`src/rtl/pc_redirect_arb_pkg.sv`:
```
// Shared constants and types for the IFU PC-redirect path.
package risXv_macro;

  localparam int unsigned XLEN          = 32;
  localparam int unsigned REDIR_SRC_NUM = 4;

  localparam int unsigned REDIR_IF0 = 0;
  localparam int unsigned REDIR_IF1 = 1;
  localparam int unsigned REDIR_IF2 = 2;
  localparam int unsigned REDIR_EXU = 3;

  typedef enum logic {
    REDIR_IDLE,
    REDIR_HOLD
  } redir_state_e;

  typedef struct packed {
    logic            valid;
    logic [XLEN-1:0] npc;
  } redir_req_t;

endpackage

```
`src/rtl/pc_redirect_arb_prio.sv`:
```
// Combinational highest-index-first one-hot arbiter with found flag and binary index.
module prio_onehot_arb #(
  parameter int unsigned N    = 4,
  parameter int unsigned IdxW = (N > 1) ? $clog2(N) : 1
) (
  input  logic [N-1:0]    i_req,
  output logic [N-1:0]    o_onehot,
  output logic            o_found,
  output logic [IdxW-1:0] o_idx
);

  // Ascending scan; the last hit (highest index) wins.
  always_comb begin
    o_onehot = '0;
    o_found  = 1'b0;
    o_idx    = '0;
    for (int i = 0; i < int'(N); i++) begin
      if (i_req[i]) begin
        o_onehot    = '0;
        o_onehot[i] = 1'b1;
        o_found     = 1'b1;
        o_idx       = IdxW'(i);
      end
    end
  end

endmodule

```
`src/rtl/pc_redirect_arb.sv`:
```
// Registered fixed-priority PC-redirect arbiter with valid/ready hold and squash window.
// Optional per-source grant/drop counters under PC_REDIR_PERF_EN.
module pc_redirect_arb
  import risXv_macro::*;
#(
  parameter int unsigned SRC_NUM    = REDIR_SRC_NUM,
  parameter int unsigned PC_W       = 32,
  parameter int unsigned SQUASH_CYC = 2
) (
  input  logic                    i_clk,
  input  logic                    i_rst_n,
  input  logic [SRC_NUM-1:0]      i_src_valid,
  input  logic [SRC_NUM*PC_W-1:0] i_src_npc,
  input  logic                    i_pcgen_ready,
  output logic [SRC_NUM-1:0]      o_src_grant,
  output logic                    o_redir_valid,
  output logic [PC_W-1:0]         o_redir_npc,
  output logic [SRC_NUM-1:0]      o_redir_src,
  output logic [SRC_NUM-1:0]      o_flush_mask
`ifdef PC_REDIR_PERF_EN
  ,
  output logic [SRC_NUM*16-1:0]   o_perf_acc_cnt,
  output logic [SRC_NUM*16-1:0]   o_perf_drop_cnt
`endif
);

  localparam int unsigned IdxW = (SRC_NUM > 1) ? $clog2(SRC_NUM) : 1;
  localparam int unsigned CntW = (SQUASH_CYC > 0) ? $clog2(SQUASH_CYC + 1) : 1;

  redir_state_e      stateQ, stateD;
  logic [IdxW-1:0]   heldIdxQ;
  logic [CntW-1:0]   sqCntQ;
  logic [IdxW-1:0]   sqIdxQ;

  logic [SRC_NUM-1:0] eligible;
  logic [SRC_NUM-1:0] candOh;
  logic               candFound;
  logic [IdxW-1:0]    candIdx;
  logic [SRC_NUM-1:0] flushSel;
  logic [PC_W-1:0]    npcSel;
  logic               accept;

  // Requests below the last winner come from the wrong path while the window is open.
  always_comb begin
    eligible = '0;
    for (int j = 0; j < int'(SRC_NUM); j++) begin
      eligible[j] = i_src_valid[j] & ~((sqCntQ != '0) && (IdxW'(j) < sqIdxQ));
    end
  end

  prio_onehot_arb #(
    .N    (SRC_NUM),
    .IdxW (IdxW)
  ) uCandArb (
    .i_req    (eligible),
    .o_onehot (candOh),
    .o_found  (candFound),
    .o_idx    (candIdx)
  );

  always_comb begin
    npcSel   = '0;
    flushSel = '0;
    for (int j = 0; j < int'(SRC_NUM); j++) begin
      if (candOh[j]) npcSel = i_src_npc[j*PC_W +: PC_W];
      flushSel[j] = (IdxW'(j) < candIdx);
    end
  end

  always_comb begin
    stateD = stateQ;
    accept = 1'b0;
    unique case (stateQ)
      REDIR_IDLE: begin
        if (candFound) begin
          accept = 1'b1;
          stateD = REDIR_HOLD;
        end
      end
      REDIR_HOLD: begin
        if (i_pcgen_ready) begin
          if (candFound) accept = 1'b1;
          else           stateD = REDIR_IDLE;
        end else if (candFound && (candIdx >= heldIdxQ)) begin
          // Older (or same-stage newer) redirect supersedes the held one.
          accept = 1'b1;
        end
      end
      default: stateD = REDIR_IDLE;
    endcase
  end

  assign o_src_grant = accept ? candOh : '0;

  always_ff @(posedge i_clk or negedge i_rst_n) begin
    if (!i_rst_n) begin
      stateQ        <= REDIR_IDLE;
      heldIdxQ      <= '0;
      o_redir_valid <= 1'b0;
      o_redir_npc   <= '0;
      o_redir_src   <= '0;
      o_flush_mask  <= '0;
    end else begin
      stateQ <= stateD;
      if (accept) begin
        heldIdxQ      <= candIdx;
        o_redir_valid <= 1'b1;
        o_redir_npc   <= npcSel;
        o_redir_src   <= candOh;
        o_flush_mask  <= flushSel;
      end else if (stateD == REDIR_IDLE) begin
        o_redir_valid <= 1'b0;
        o_redir_src   <= '0;
        o_flush_mask  <= '0;
      end
    end
  end

  always_ff @(posedge i_clk or negedge i_rst_n) begin
    if (!i_rst_n) begin
      sqCntQ <= '0;
      sqIdxQ <= '0;
    end else if (accept) begin
      sqCntQ <= CntW'(SQUASH_CYC);
      sqIdxQ <= candIdx;
    end else if (sqCntQ != '0) begin
      sqCntQ <= sqCntQ - 1'b1;
    end
  end

`ifdef PC_REDIR_PERF_EN
  for (genvar s = 0; s < int'(SRC_NUM); s++) begin : gPerf
    logic [15:0] accQ;
    logic [15:0] dropQ;

    always_ff @(posedge i_clk or negedge i_rst_n) begin
      if (!i_rst_n) begin
        accQ  <= '0;
        dropQ <= '0;
      end else begin
        if (o_src_grant[s] && (accQ != 16'hFFFF)) accQ <= accQ + 16'd1;
        if (i_src_valid[s] && !o_src_grant[s] && (dropQ != 16'hFFFF)) dropQ <= dropQ + 16'd1;
      end
    end

    assign o_perf_acc_cnt[s*16 +: 16]  = accQ;
    assign o_perf_drop_cnt[s*16 +: 16] = dropQ;
  end
`endif

endmodule

```
`config.mk`:
```
export PLATFORM = sky130hd
export DESIGN_NAME = pc_redirect_arb
export DESIGN_NICKNAME = d
export VERILOG_FILES = /design/src/rtl/pc_redirect_arb_pkg.sv /design/src/rtl/pc_redirect_arb_prio.sv /design/src/rtl/pc_redirect_arb.sv
export SDC_FILE = /design/constraint.sdc
export NUM_CORES = 1
export LEC_CHECK = 0
export CORE_UTILIZATION = 36
export DETAILED_ROUTE_END_ITERATION = 7
export HOLD_SLACK_MARGIN = 0.02
export PLACE_DENSITY = 0.77
export SYNTH_ARGS = -nofsm -noshare
export SYNTH_HDL_FRONTEND = slang
export SYNTH_SLANG_ARGS = --single-unit
```
`constraint.sdc`:
```
create_clock -name i_clk -period 3.3 [get_ports i_clk]
set_input_delay 0.495 -clock i_clk [delete_from_list [all_inputs] [get_ports i_clk]]
set_output_delay 0.495 -clock i_clk [all_outputs]
set_load 0.005 [all_outputs]
```
# Yosys cells after proc, flatten, opt, wreduce, memory -nomap -nowiden
# Cells that the tools add are included.
[word_totals]
register_bits = 46
latch_bits = 0
ram_bits = 0
rom_bits = 0
in_bits = 135
output_inout_bits = 45
wordCells = 63
mem_count = 0
[op_classes]
add_sub_neg = 1
multipliers = 0
n_div = 0
magnitude_cmp = 9
n_eq_ne = 1
shift = 0
muxes = 29
n_bitwise = 9
n_reduce_logical = 7
[ops]
columns = ["operator", "count"]
rows = [
  ["$mux W32", 4],
  ["$mux W4", 5],
  ["$mux W1", 12],
  ["$mux W2", 5],
  ["$lt A1 B2 Y1 const A", 4],
  ["$lt A2 B2 Y1 const A", 4],
  ["$logic_and A1 B1 Y1", 5],
  ["$not A1 Y1", 5],
  ["$and A1 B1 Y1", 4],
  ["$pmux W1 S2", 2],
  ["$reduce_bool A2 Y1", 2],
  ["$mux W3", 1],
  ["$ge A2 B2 Y1", 1],
  ["$ne A2 B1 Y1 const B", 1],
  ["$sub A2 B1 Y2 const B", 1],
]

# Depth between registers and ports, before layout
[logic_depth]
depth_word = 13
depth_mapped = 13
mapped_depth_nobuf = 9

# By module
# From an unflattened synthesis, not the netlist that was laid out.
[hier_totals]
cells_unflattened = 260
area_unflattened_um2 = 2786.4
[by_module_without_submodules]
columns = ["mod", "instances", "cells_each", "area_per_inst_um2", "seq_area_each_um2"]
rows = [
  ["pc_redirect_arb", 1, 251, 2733.9, 1126.1],
  ["prio_onehot_arb", 1, 9, 52.6, 0.0],
]

# Worst setup path before layout
# Ideal clock, no wire load.
[synth_timing]
kind = "flip-flop to output port"
from = "register sqCntQ[0]"
to = "output o_src_grant[1]"
arrival_time_ns = 2.903
t_required_ns = 2.805
slack_ns = -0.098
path_stages_with_launch = 14
n_path_buf = 5
path_cell_list = "dfrtp_1 > inv_1 > ha_1 > buf_2 > and4bb_2 > nor2_1 > clkbuf_1 > ha_1 > or4b_1 > clkbuf_2 > and3_1 > buf_6 > buf_6 > and3_1"
[synth_via]
elab_cells_between_ends = 30
cone_classes = "1 x order compare; 15 x mux; 8 x bitwise; 6 x reduce/logical"
[synth_rtl]
columns = ["item", "line_no", "rtl"]
rows = [
  ["start, declared", "pc_redirect_arb.sv:32", "logic [CntW-1:0] sqCntQ;"],
  ["start signal, assigned", "pc_redirect_arb.sv:124", "sqCntQ <= CntW'(SQUASH_CYC);"],
  ["start signal, assigned", "pc_redirect_arb.sv:127", "sqCntQ <= sqCntQ - 1'b1;"],
  ["$reduce_bool A2 Y1 (*)", "pc_redirect_arb.sv:47", "eligible[j] = i_src_valid[j] & ~((sqCntQ != '0) && (IdxW'(j) < sqIdxQ));"],
  ["$logic_and A1 B1 Y1", "pc_redirect_arb.sv:47", ""],
  ["$not A1 Y1", "pc_redirect_arb.sv:47", ""],
  ["$and A1 B1 Y1", "pc_redirect_arb.sv:47", ""],
  ["$mux W2", "pc_redirect_arb_prio.sv:18", "if (i_req[i]) begin"],
  ["$mux W2 (*)", "pc_redirect_arb_prio.sv:18", ""],
  ["net candIdx[1]", "pc_redirect_arb.sv:38", "logic [IdxW-1:0] candIdx;"],
  ["$ge A2 B2 Y1 (*)", "pc_redirect_arb.sv:84", "end else if (candFound && (candIdx >= heldIdxQ)) begin"],
  ["$logic_and A1 B1 Y1 (*)", "pc_redirect_arb.sv:84", ""],
  ["$mux W1 (*)", "pc_redirect_arb.sv:84", ""],
  ["$mux W1 (*)", "pc_redirect_arb.sv:81", "if (i_pcgen_ready) begin"],
  ["$pmux W1 S2 (*)", "pc_redirect_arb.sv:73", "unique case (stateQ)"],
  ["$mux W4 (*)", "pc_redirect_arb.sv:93", "assign o_src_grant = accept ? candOh : '0;"],
  ["end, declared", "pc_redirect_arb.sv:15", "output logic [SRC_NUM-1:0] o_src_grant,"],
]
# The timed path passes the listed nets; every way through them passes the cells marked *.

# Worst setup path in the final report
[layout_timing]
from = "register sqCntQ[0]"
to = "output o_src_grant[1]"
[layout_via]
elab_chain_cells = 13
elab_cells_between_ends = 30
cone_classes = "1 x order compare; 15 x mux; 8 x bitwise; 6 x reduce/logical"
[layout_lines]
columns = ["item", "line_no"]
rows = [
  ["$reduce_bool A2 Y1 (*)", "pc_redirect_arb.sv:47"],
  ["$logic_and A1 B1 Y1", "pc_redirect_arb.sv:47"],
  ["$not A1 Y1", "pc_redirect_arb.sv:47"],
  ["$and A1 B1 Y1", "pc_redirect_arb.sv:47"],
  ["$mux W1", "pc_redirect_arb_prio.sv:18"],
  ["$mux W2 or $mux W1 (tied branches) (2 in a row)", "pc_redirect_arb_prio.sv:18"],
  ["$ge A2 B2 Y1 or $mux W1 (tied branches)", "pc_redirect_arb.sv:84, pc_redirect_arb_prio.sv:18"],
  ["$logic_and A1 B1 Y1", "pc_redirect_arb.sv:84"],
  ["$mux W1", "pc_redirect_arb.sv:84"],
  ["$mux W1", "pc_redirect_arb.sv:81"],
  ["$pmux W1 S2", "pc_redirect_arb.sv:73"],
  ["$mux W4 (*)", "pc_redirect_arb.sv:93"],
]
# Mark *: on every way between the ends. The rest lies on a longest branch, timed or not.

==> qor.csv <==
metric;value;unit
synth unique cells;51;
clk_lat worst skew;0.29;ns
Worst Hold Class;in2async;
Slew Limit Headroom;0.310;
H-tree depth;2;
CP endpoint;o_src_grant[1];
crit path DAT;2.74;ns
Fmax;310;MHz
DP Wirelength;8.56;mm
sequential area share after synthesis;0.328;
drt initial violations;265;
Tmin final;3.23;ns
Setup crit end kind;output port;
crit path from;sqCntQ[0];
I/O pin count;180;
top sig layer;met4;
most frequent cell after synthesis;dfrtp_1;
ranking of synthesized cells by area;dfrtp_1 33%, mux2_4 11%, o32a_1 4.7%;
number of antenna violations at the first check in global routing;0;
CTS tree;yes;
# port buffers;178;
final hold vios;0;
Tcrit/Tclk final;0.979;
Cells after Synth;355;
worst reg2reg startpoint;sqCntQ[0];
Clock Path Buffers;2;
CTS root buf;clkbuf_8;
Num CTS Buffers;5;
multi-input logic area;2000;um2
FILL cells;781;
Max-Cap Viols;0;
Die Span Y;99.6;um
Setup violations, final;0;
met3 wire length;935;um
die area;9920;um2
count of state elements after synthesis;45;
status;finished clean;
num rows;35;
reg-to-reg endpoint;o_redir_npc[30];
Max Fanout on Critical Path;3;
Starting Density;0.371;
GPL Wtd Cong;0.898;
first-pass GRT wire length;19.0;mm
drc violations;0;
GRT Resource Usage Total;0.242;
Commonest cells post-synth;45 x dfrtp_1, 34 x nand2_1, 26 x mux2_4;
met2 WL post-DR;6.17;mm
P&R area growth vs syn;59.0;%
R2R Setup Slk;0.45;ns
Post-DRT Antenna Nets;0;
layout cell share with drive strength beyond 1;0.153;
post-synth top area share;0.328;
routed via count;3659;
Design Power;3.42;mW
wl on met1;4.97;mm
Max Slew Vio Count;0;
CP Class;reg2out;
number of flops mapped to enable cells by yosys;0;
Leak;2.23;nW
Syn Nets;492;
r2r worst-path depth;9;
vias per inst;5.61;
chip width;99.6;um
largest net degree at the start of global routing;53;
Worst setup SP type;flip-flop;
power per cell area;628;nW/um2
vias in the first global route;3735;
Diodes inserted;0;
Routed wire per std cell;18.7;um
fraction of registers with async set/reset;1.00;
area leader, netlist;dfrtp_1;
Cell Area, Synth;3430;um2
Ys Warns;0;
Synth Flop Type;dfrtp_1;
hold_ws;0.364;ns
Final #Nets;660;
clock skew;0.00562;ns
Sequential Area;1130;um2
clock transition at the registers of the reported paths;0.08;ns
First-pass DRT Iterations;5;
clock tree sinks;45;
Worst Max-Slew Pin Slew;1.04;ns
CORE AREA;9240;um2
total gr overflow;0;
Max VDD drop;420;uV
Avg Cell Area, Syn;9.66;um2
Required @ worst endpoint;2.80;ns
Final Routed Wirelength;12.2;mm
==> cell usage in the layout, fill, tap and decap left out, types with 5 or more instances in the layout <==
master	instances
mux2_4	26
dfrtp_1	45
clkbuf_8	5
nand2_1	34
nand3b_1	16
clkdlybuf4s50_1	172
buf_4	26
nor4b_1	5
o311ai_0	12
o2111ai_1	8
nand3_1	17
nor3_1	19
nor2_1	6
a221o_1	10
nand4_1	6
a31oi_1	6
inv_1	21
and3_1	5
o32a_1	16
o41ai_1	12
==> per-stage QoR <==
stage	instances	utilization	cell area (um2)	TNS [ns]	setup slack, ns
floorplan	355	-	3430	0	0.00438
detailed placement	638	0.568	5250	-0.101	-0.0574
global route	652	0.590	5450	-0.0126	-0.0126
finish	652	0.590	5450	0	0.0696
global placement	638	0.568	5250	-0.0194	-0.0194
CTS	649	0.585	5410	0	0.0242
==> registers in the layout (all words and copies together), names as in the netlist <==
name and flops:
o_redir_valid 1, o_flush_mask 3, o_redir_npc 32, sqIdxQ 2, stateQ 1, o_redir_src 4, sqCntQ 2
==> worst max-delay path, stage by stage, from the launching register on <==
cell and delay [ns]:
dfrtp_1 0.39, inv_1 0.07, ha_2 0.17, and4bb_2 0.25
nor2_4 0.12, ha_2 0.28, or4b_4 0.52, and3_4 0.21
and3_1 0.17, dlygate4sd2_1 0.25
==> per-layer routing <==
metal / GRT usage / vias to the layer above
li1: - / 1693
met3: 0.0436 / 14
met1: 0.291 / 1754
met4: 0.0577 / 0
met5: 0 / -
met2: 0.447 / 198
==> cell type report <==
cell class	count	share of cell area
Timing Repair Buffer	205	0.363
Inverter	21	0.0145
Sequential cell	45	0.207
Clock inverter	2	0.00643
Multi-Input combinational cell	245	0.367
Tap cell	129	0.0296
Clock buffer	5	0.0126
==> power by group <==
group          switching, mW  internal, mW
Clock                  0.181         0.220
Combinational          0.899          1.18
Sequential             0.147         0.794
Total                   1.23          2.20
==> worst min-delay path by stage <==
stage / from / endpoint / slack (ns) / cells after the start
2_1_floorplan: i_rst_n / o_flush_mask[0] / 0.20 / 0
6_report: i_rst_n / o_redir_npc[10] / 0.36 / 1
5_1_grt: i_rst_n / o_redir_npc[10] / 0.46 / 1
3_3_place_gp: o_flush_mask[2] / o_flush_mask[2] / 0.47 / 1
4_1_cts: i_rst_n / o_redir_npc[10] / 0.41 / 1
3_5_place_dp: o_redir_src[3] / o_redir_src[3] / 0.47 / 1
==> timing repair <==
item                                    CTS  global route
pin swaps                                 2             3
gates cloned                              0             0
hold buffers                              0             0
endpoints found under the setup margin    4             2
setup buffers                             4             3
gates resized for setup                   9             5
==> kinds of logic after synthesis <==
logic type / after synthesis / synth area share
AO/OA/AOI/OAI: 86 / 0.230
AND/OR/NAND/NOR: 129 / 0.212
other: 1 / 0.00109
multiplexers: 26 / 0.114
buffers and inverters: 65 / 0.104
flip-flops: 45 / 0.328
adder cells (fa/ha/maj): 2 / 0.00730
XOR/XNOR: 1 / 0.00256
No activity file was read; power rests on OpenSTA's default activity.
